<file path="config.mk">
export PLATFORM = sky130hd
export DESIGN_NAME = div_unit
export DESIGN_NICKNAME = d
export VERILOG_FILES = /design/src/rtl/div_unit_pkg.sv /design/src/rtl/div_abs_sign.sv /design/src/rtl/div_unit.sv
export SDC_FILE = /design/constraint.sdc
export NUM_CORES = 1
export LEC_CHECK = 0
export BUFFER_PORTS_ARGS = -buffer_cell sky130_fd_sc_hd__buf_2
export CAP_MARGIN = 20
export CELL_PAD_IN_SITES_DETAIL_PLACEMENT = 1
export CELL_PAD_IN_SITES_GLOBAL_PLACEMENT = 1
export CORE_MARGIN = 4
export CORE_UTILIZATION = 49
export DETAILED_ROUTE_END_ITERATION = 10
export HOLD_SLACK_MARGIN = 0.12
export PLACE_DENSITY_LB_ADDON = 0.1
export SETUP_SLACK_MARGIN = 0.15
export SLEW_MARGIN = 20
export SYNTH_ARGS = -nofsm -noshare
export SYNTH_HDL_FRONTEND = slang
export SYNTH_HIERARCHICAL = 1
export SYNTH_SLANG_ARGS = --single-unit
export TNS_END_PERCENT = 5
</file>
<file path="constraint.sdc">
create_clock -name clk -period 10.1 [get_ports clk]
set_input_delay 1.01 -clock clk [delete_from_list [all_inputs] [get_ports clk]]
set_output_delay 1.01 -clock clk [all_outputs]
set_load 0.01 [all_outputs]
</file>
<file path="src/rtl/div_unit_pkg.sv">
// Shared constants for the iterative divider: FSM encodings, default width and
// the execute-stage funct codes that route DIV/DIVU into this unit.
package div_unit_pkg;

  localparam int DIV_WIDTH = 32;

  localparam logic [1:0] DIV_STATE_IDLE    = 2'b00;
  localparam logic [1:0] DIV_STATE_DIVZERO = 2'b01;
  localparam logic [1:0] DIV_STATE_BUSY    = 2'b10;
  localparam logic [1:0] DIV_STATE_DONE    = 2'b11;

  localparam logic [5:0] EXE_DIV  = 6'b011010;
  localparam logic [5:0] EXE_DIVU = 6'b011011;

endpackage

</file>
<file path="src/rtl/div_abs_sign.sv">
// Conditional two's-complement negation of an operand pair. Used once to take
// operand magnitudes and once to restore the sign of quotient and remainder.
module div_abs_sign
  import div_unit_pkg::*;
#(
  parameter int WIDTH = DIV_WIDTH
) (
  input  logic [WIDTH-1:0] a,
  input  logic [WIDTH-1:0] b,
  input  logic             neg_a,
  input  logic             neg_b,
  output logic [WIDTH-1:0] a_out,
  output logic [WIDTH-1:0] b_out
);

  assign a_out = neg_a ? (-a) : a;
  assign b_out = neg_b ? (-b) : b;

endmodule

</file>
<file path="src/rtl/div_unit.sv">
// Radix-2 restoring divider for DIV/DIVU; result is {remainder, quotient} = {HI, LO}.
// Build option DIV_EARLY_OUT_EN skips iteration when |dividend| < |divisor|.
//
// state   | meaning
// IDLE    | waiting for start; captures operands
// DIVZERO | divisor was zero; loads the defined result
// BUSY    | one quotient bit per cycle, WIDTH cycles
// DONE    | result valid, ready high until start drops
module div_unit
  import div_unit_pkg::*;
#(
  parameter int WIDTH = DIV_WIDTH
) (
  input  logic               clk,
  input  logic               resetn,
  input  logic               start,
  input  logic               signed_div,
  input  logic [WIDTH-1:0]   opdata1,
  input  logic [WIDTH-1:0]   opdata2,
  input  logic               annul,
  output logic               stall,
  output logic               ready,
  output logic [2*WIDTH-1:0] result
);

  localparam int CW = $clog2(WIDTH);
  localparam logic [CW-1:0] LAST = CW'(WIDTH - 1);

  logic [1:0]       state;
  logic [CW-1:0]    counter;
  logic [WIDTH-1:0] rem, quo, divisor, dividend_raw;
  logic             sign_q, sign_r;

  logic [WIDTH-1:0] abs_a, abs_b;
  logic [WIDTH-1:0] rem_next, quo_next, rem_fix, quo_fix;
  logic [WIDTH:0]   shifted;
  logic             trial_ok;
  logic             launch;

  assign launch = start & ~annul;

  div_abs_sign #(.WIDTH(WIDTH)) u_pre (
    .a     (opdata1),
    .b     (opdata2),
    .neg_a (signed_div & opdata1[WIDTH-1]),
    .neg_b (signed_div & opdata2[WIDTH-1]),
    .a_out (abs_a),
    .b_out (abs_b)
  );

  // Shifted remainder is WIDTH+1 bits wide so the trial compare never overflows.
  assign shifted  = {rem, quo[WIDTH-1]};
  assign trial_ok = (shifted >= {1'b0, divisor});
  assign rem_next = trial_ok ? (shifted[WIDTH-1:0] - divisor) : shifted[WIDTH-1:0];
  assign quo_next = {quo[WIDTH-2:0], trial_ok};

  div_abs_sign #(.WIDTH(WIDTH)) u_post (
    .a     (quo_next),
    .b     (rem_next),
    .neg_a (sign_q),
    .neg_b (sign_r),
    .a_out (quo_fix),
    .b_out (rem_fix)
  );

  assign stall = resetn & (((state == DIV_STATE_IDLE) & launch) |
                           (state == DIV_STATE_DIVZERO) |
                           (state == DIV_STATE_BUSY));

  always_ff @(posedge clk) begin
    if (!resetn) begin
      state        <= DIV_STATE_IDLE;
      counter      <= '0;
      result       <= '0;
      ready        <= 1'b0;
      rem          <= '0;
      quo          <= '0;
      divisor      <= '0;
      dividend_raw <= '0;
      sign_q       <= 1'b0;
      sign_r       <= 1'b0;
    end else begin
      case (state)
        DIV_STATE_IDLE: begin
          if (launch) begin
            rem          <= '0;
            quo          <= abs_a;
            divisor      <= abs_b;
            dividend_raw <= opdata1;
            sign_q       <= signed_div & (opdata1[WIDTH-1] ^ opdata2[WIDTH-1]);
            sign_r       <= signed_div & opdata1[WIDTH-1];
            counter      <= '0;
            if (opdata2 == '0) begin
              state <= DIV_STATE_DIVZERO;
`ifdef DIV_EARLY_OUT_EN
            end else if (abs_a < abs_b) begin
              // Quotient is zero, so the remainder is the dividend with its own sign.
              state  <= DIV_STATE_DONE;
              result <= {opdata1, {WIDTH{1'b0}}};
              ready  <= 1'b1;
`endif
            end else begin
              state <= DIV_STATE_BUSY;
            end
          end
        end
        DIV_STATE_DIVZERO: begin
          if (annul) begin
            state <= DIV_STATE_IDLE;
            ready <= 1'b0;
          end else begin
            state  <= DIV_STATE_DONE;
            result <= {dividend_raw, {WIDTH{1'b1}}};
            ready  <= 1'b1;
          end
        end
        DIV_STATE_BUSY: begin
          if (annul) begin
            state <= DIV_STATE_IDLE;
            ready <= 1'b0;
          end else begin
            rem     <= rem_next;
            quo     <= quo_next;
            counter <= counter + CW'(1);
            if (counter == LAST) begin
              state  <= DIV_STATE_DONE;
              result <= {rem_fix, quo_fix};
              ready  <= 1'b1;
            end
          end
        end
        default: begin
          if (annul || !start) begin
            state <= DIV_STATE_IDLE;
            ready <= 1'b0;
          end
        end
      endcase
    end
  end

endmodule

</file>
# --- After elaboration in Yosys (flattened, before gate mapping) ---
# Cells that the tools add are included.
totals:
  ff_bits: 202
  out_inout_bits: 66
  elab_cells: 79
classes:
  n_addsub: 6
  n_lt_le_gt_ge: 1
  eq_ne: 8
  muxes: 30
  bitwise_logic: 11
  n_reduce_logical: 13
op_table:
  columns: ["operator", "n"]
  rows:
  - ["two-way mux 32 bit", 9]
  - ["two-way mux 64 bit", 3]
  - ["negator 32 bit", 4]
  - ["case mux 32 bit (2 select lines)", 2]
  - ["case mux 64 bit (2 select lines)", 1]
  - [">= comparator 33 x 32 -> 1 bit", 1]
  - ["zero test 32 bit", 1]
  - ["subtractor 32 bit", 1]
  - ["two-way mux 2 bit", 6]
  - ["two-way mux 5 bit", 2]
  - ["case mux 5 bit (2 select lines)", 1]
  - ["AND reduction 3 bit", 3]
  - ["bitwise AND 1 bit", 6]
  - ["inequality test 2 bit (second input constant)", 3]
  - ["case mux 2 bit (3 select lines)", 1]
  - ["adder 5 x 1 -> 5 bit (second input constant)", 1]
  - ["== test 5 bit (second input constant)", 1]
  - ["two-way mux 1 bit", 4]
  - ["AND reduction 4 bit", 1]
  - ["nonzero test 2 bit", 2]
  - ["nonzero test 4 bit", 1]
  - ["inequality test 3 x 2 -> 1 bit (second input constant)", 1]
  - ["case mux 1 bit (3 select lines)", 1]
  - ["nonzero test 3 bit", 1]
  - ["10 further kinds", 12]

# --- Depth between registers and ports, before layout ---
logic_depth:
  ltp_word: 7
  mapped_depth: 21
  depth_no_buf: 19

# --- Modules after synthesis ---
# Netlist, hierarchy kept.
modules_own_cells:
  columns: ["mod", "n_inst", "cells_per_inst", "area_per_inst_um2", "seq_area_each_um2"]
  rows:
  - ["div_unit", 1, 1154, 10357.4, 4043.9]
  - ["div_abs_sign", 2, 198, 1398.8, 0.0]

# --- Worst setup path before layout ---
# Ideal clock, no wire load.
synth_timing:
  path_kind: "register to register"
  startpoint: "register divisor[26]"
  endpoint: "register result[63]"
  setup_ps: 116
  t_arrival_ps: 3996
  t_required_ps: 9984
  slack_ps: 5988
  path_stages_with_launch: 21
  path_buffers: 3
  period_less_slack_ps: 4112
  cell_sequence: "dfxtp_1 inv_1 ha_1 buf_6 a21oi_2 o21bai_1 a21o_1 a31o_1 a221oi_4 nand2_4 buf_6 buf_4 o311ai_0 nand2_1 or4_1 or3_1 o41ai_2 xnor2_1 mux2i_1 nand2_1 o211a_1"
synth_via:
  elab_chain_cells: 7
synth_rtl:
  columns: ["element", "line_no", "rtl"]
  rows:
  - ["from (decl)", "div_unit.sv:31", "logic [WIDTH-1:0] rem, quo, divisor, dividend_raw;"]
  - ["from (signal assigned)", "div_unit.sv:88", "divisor <= abs_b;"]
  - [">= comparator 33 x 32 -> 1 bit", "div_unit.sv:53", "assign trial_ok = (shifted >= {1'b0, divisor});"]
  - ["named net trial_ok", "div_unit.sv:37", "logic trial_ok;"]
  - ["two-way mux 32 bit", "div_unit.sv:54", "assign rem_next = trial_ok ? (shifted[WIDTH-1:0] - divisor) : shifted[WIDTH-1:0];"]
  - ["named net rem_next[26]", "div_unit.sv:35", "logic [WIDTH-1:0] rem_next, quo_next, rem_fix, quo_fix;"]
  - ["negator 32 bit", "div_abs_sign.sv:17", "assign b_out = neg_b ? (-b) : b;"]
  - ["two-way mux 32 bit", "div_abs_sign.sv:17", null]
  - ["named net rem_fix[31]", "div_unit.sv:35", null]
  - ["two-way mux 64 bit", "div_unit.sv:125", "if (counter == LAST) begin"]
  - ["two-way mux 64 bit", "div_unit.sv:118", "if (annul) begin"]
  - ["case mux 64 bit (2 select lines)", "div_unit.sv:83", "case (state)"]
  - ["to (signal assigned)", "div_unit.sv:113", "result <= {dividend_raw, {WIDTH{1'b1}}};"]
  - ["to (signal assigned)", "div_unit.sv:127", "result <= {rem_fix, quo_fix};"]
  - ["to (decl)", "div_unit.sv:23", "output logic [2*WIDTH-1:0] result"]
# The timed path passes the listed nets, and every way through them passes these cells. The select of a mux whose other input is x is not followed.
# A chain may end at the register's enable or synchronous reset.

# --- Final worst setup path ---
layout_timing:
  startpoint: "register rem[22]"
  endpoint: "register result[58]"
layout_via:
  elab_chain_cells: 7
layout_rtl:
  columns: ["element", "line_no", "rtl"]
  rows:
  - ["from (decl)", "div_unit.sv:31", null]
  - ["from (signal assigned)", "div_unit.sv:122", "rem <= rem_next;"]
  - [">= comparator 33 x 32 -> 1 bit", "div_unit.sv:53", null]
  - ["two-way mux 32 bit", "div_unit.sv:54", null]
  - ["named net rem_next[1]", "div_unit.sv:35", null]
  - ["negator 32 bit", "div_abs_sign.sv:17", null]
  - ["two-way mux 32 bit", "div_abs_sign.sv:17", null]
  - ["named net rem_fix[26]", "div_unit.sv:35", null]
  - ["two-way mux 64 bit", "div_unit.sv:125", null]
  - ["two-way mux 64 bit", "div_unit.sv:118", null]
  - ["case mux 64 bit (2 select lines)", "div_unit.sv:83", null]
# The timed path passes the listed nets, and every way through them passes these cells. The select of a mux whose other input is x is not followed.

==> run metrics <==
ys async rst share=0%; pwr dens=229 mW/mm^2; row count=59; Slew @ Worst Pin=1.02 ns; DR DRC count=0; adder-cell share of the synthesized area=4.15%; skew final=0.0121 ns; initial DRC count=1032; die width=172 microns; total number of vias=12200; Avg Vias per Cell=6.20; I/O Pins=135; EDFF count, synth=0; Yosys cell types=74; detailed placer's ending HPWL=31100 microns; RSZ-0062 raised after global routing=no; CTS H-tree depth=1; worst vdd rail ir drop=0.163 mV; internal power=1.99 mW; fmax=195 MHz; largest family of logic cells by synthesized area=compound AO/OA/AOI/OAI gates; Die H=172 microns; syn avg cell area=8.49 sq um; setup bufs post-CTS=0; Initial Utilization=50.2%; status=finished, final reports clean; GRT Total Usage=27.4%; #FFs+latches synth=202; multiplexer area fraction after synthesis=5.50%; Max Slew Vio Count=0; Worst-path clk slew=0.06 ns; Startpoint Class=register; Final setup viols=0; clock share of power=27.0%; Comb pwr share=46.3%; Top FF cell, synth=dfxtp_1; Clock Latency Late Sink=0.52 ns; class of the worst hold path=register to register; largest net degree at the start of global routing=103; cts bufs inserted=25; root buf cell=clkbuf_16; Syn Std Cell Area=0.0132 sq mm; CTS resizes=0; post-synthesis simple-gate area fraction=18.3%; # port buffers=134; Detail Route Antenna Nets=0; hold_buf cts=0; Worst EP arrival=5.54 ns; crit end category=register; Post-Syn Nets=1662; filler cell count=3166; die area=0.0295 sq mm; relative slew slack=32.3%; NumNets Final=1724; NetSw=1.38 mW; total gr overflow=0; required time worst endpoint=10.51 ns; WHS=0.463 ns; crit-path max FO=43; final wirelength=41900 microns; Tmin final=5.13 ns; Pleak=6.06 nW; Net Sw Frac=41.0%; first-pass GRT wire length=66200 microns; maxcap violations=0; Sequential Power Share=26.7%; Final TNS setup=0 ns; synth-to-layout area growth=11.8%; Synth Instances=1550; clock tree buffer depth=3; TritonCTS clock tree=yes; vias in the first global route=12300; Multi-input gate area=0.00842 sq mm; clock sink total=202; CORE AREA=0.0262 sq mm; post-synthesis sequential area ratio=30.7%; Yosys warnings=6; layout cells sized above 1=17.4%; wire length per cell=21.3 microns; drt pass-1 iters=10; XOR/XNOR Fraction of Synth Area=9.79%; placer congestion estimate=0.920; critical path class=register to register; Tcrit/Tclk final=50.8%; Sequential Area=0.00405 sq mm; Compound-Gate Fraction of Synth Area=26.1%; final-report hold violation count=0; initial antenna violation count=0
worst max-delay path, stage by stage (launching register included):
cell and delay [ns]:
dfxtp_1 0.36, ha_1 0.42, and2_1 0.22, nand3_1 0.13
or4_1 0.56, o21ai_2 0.19, a221oi_4 0.13, nand2_4 0.54
mux2_2 0.45, inv_1 0.09, ha_1 0.18, nor2b_1 0.18
nand4_1 0.40, o41ai_1 0.58, xnor2_1 0.15, mux2i_1 0.16
nand2_1 0.07, o211a_1 0.18
routing by layer:
layer / wire (microns) / vias to the layer above / track usage [%] / part of all wire (%)
met1: 18600 / 5985 / 35.6 / 44
met2: 20300 / 334 / 48.4 / 48
met3: 1780 / 78 / 2.65 / 4.2
met4: 1240 / 0 / 8.03 / 3.0
li1: - / 5787 / - / -
met5: 0 / - / 0 / 0
cell type report:
class / count / area share [%]
multi-input cells: 1178 / 57.2
flip-flops and latches: 202 / 27.5
repair buffers: 144 / 5.14
clock buffers: 35 / 5.05
well taps: 335 / 2.85
inverters: 61 / 1.56
clock inverters: 8 / 0.663
diodes: 1 / 0.0170
sequential cells by signal (all words and copies together) (netlist names):
register,count
counter,5
quo,32
sign_q,1
dividend_raw,32
state,2
rem,32
result,64
ready,1
sign_r,1
divisor,32
cells in the final DEF, fill, tap and decap left out, types with 11 or more instances in the layout:
cell type / instances
o21ai_0: 58
dfxtp_1: 201
nor2b_1: 41
o41ai_1: 22
nand2_1: 237
a22o_1: 24
nor3_1: 24
inv_1: 61
o31ai_1: 49
or3_1: 16
ha_1: 41
nand3_1: 23
or2_2: 12
clkbuf_16: 25
nor4_1: 14
a21oi_1: 39
o221a_2: 33
mux2i_1: 37
nor2_1: 43
xnor2_1: 136
mux2_4: 22
xor2_1: 11
nand4_1: 31
buf_2: 133
a222oi_1: 31
o211a_1: 32
a21boi_0: 77
Yosys cell counts (all sizes together) (3+ instances only):
cell | n | area [sq um]
a21o | 6 | 45.0
a211oi | 3 | 22.5
or3 | 18 | 115
ha | 42 | 526
o21bai | 5 | 37.5
nor2 | 45 | 169
nor4 | 18 | 138
o221a | 33 | 372
mux2 | 24 | 353
clkbuf | 91 | 362
mux2i | 37 | 370
and3 | 4 | 25.0
o211a | 32 | 320
inv | 61 | 229
xnor2 | 136 | 1190
nand3 | 23 | 115
o21a | 7 | 52.6
o21ai | 59 | 299
nand4 | 33 | 219
or2 | 12 | 75.1
nand2 | 239 | 905
a22o | 24 | 210
o31ai | 49 | 368
o211ai | 10 | 80.1
o22ai | 3 | 18.8
a21boi | 77 | 578
nand2b | 10 | 62.6
xor2 | 11 | 96.3
nor2b | 41 | 257
or4 | 11 | 97.6
o41ai | 26 | 258
nor3 | 24 | 120
and2 | 11 | 68.8
dfxtp | 202 | 4040
buf | 18 | 118
a21oi | 40 | 204
a222oi | 31 | 310
o311ai | 3 | 26.3
nand3b | 3 | 22.5
power by group through the flow:
stage / Sequential (mW) / Clock [mW] / Combinational (mW)
final: 0.898 / 0.909 / 1.56
after global routing: 0.905 / 0.961 / 1.69
after CTS: 0.898 / 0.926 / 1.54
after detailed placement: 0.915 / 0 / 1.53
after global placement: 0.912 / 0 / 1.51
after floorplan: 0.902 / 0 / 1.15
cell families (layout without fill, tap and decap cells):
kind of cell / count (synthesis) / in the layout
AOI/OAI and AO/OA: 432 / 432
and+or+nand+nor: 495 / 495
other: 0 / 1
DFF: 202 / 202
buffers and inverters: 170 / 248
xor gates and xnor gates: 147 / 147
adders and majority gates: 43 / 43
muxes: 61 / 61
path summary, 6_finish.rpt:
kind,from,to,slack [ns],cells after the start
max,rem[22],result[58],4.97,17
min,divisor[13],divisor[13],0.46,2
max reg2reg,rem[22],result[58],4.97,17
min reg2reg,divisor[13],divisor[13],0.46,2
stage by stage:
stage	worst slack, ns	util [%]	instances	instance area [sq um]	power, mW
floorplan	5.99	-	1550	13200	2.05
global placement	5.14	52.9	1919	13900	2.42
detailed placement	5.00	52.9	1920	13900	2.44
CTS	4.97	56.1	1963	14700	3.36
global route	4.49	56.1	1963	14700	3.55
finish	4.97	56.1	1964	14700	3.37
Power figures use the tool's default switching activity.
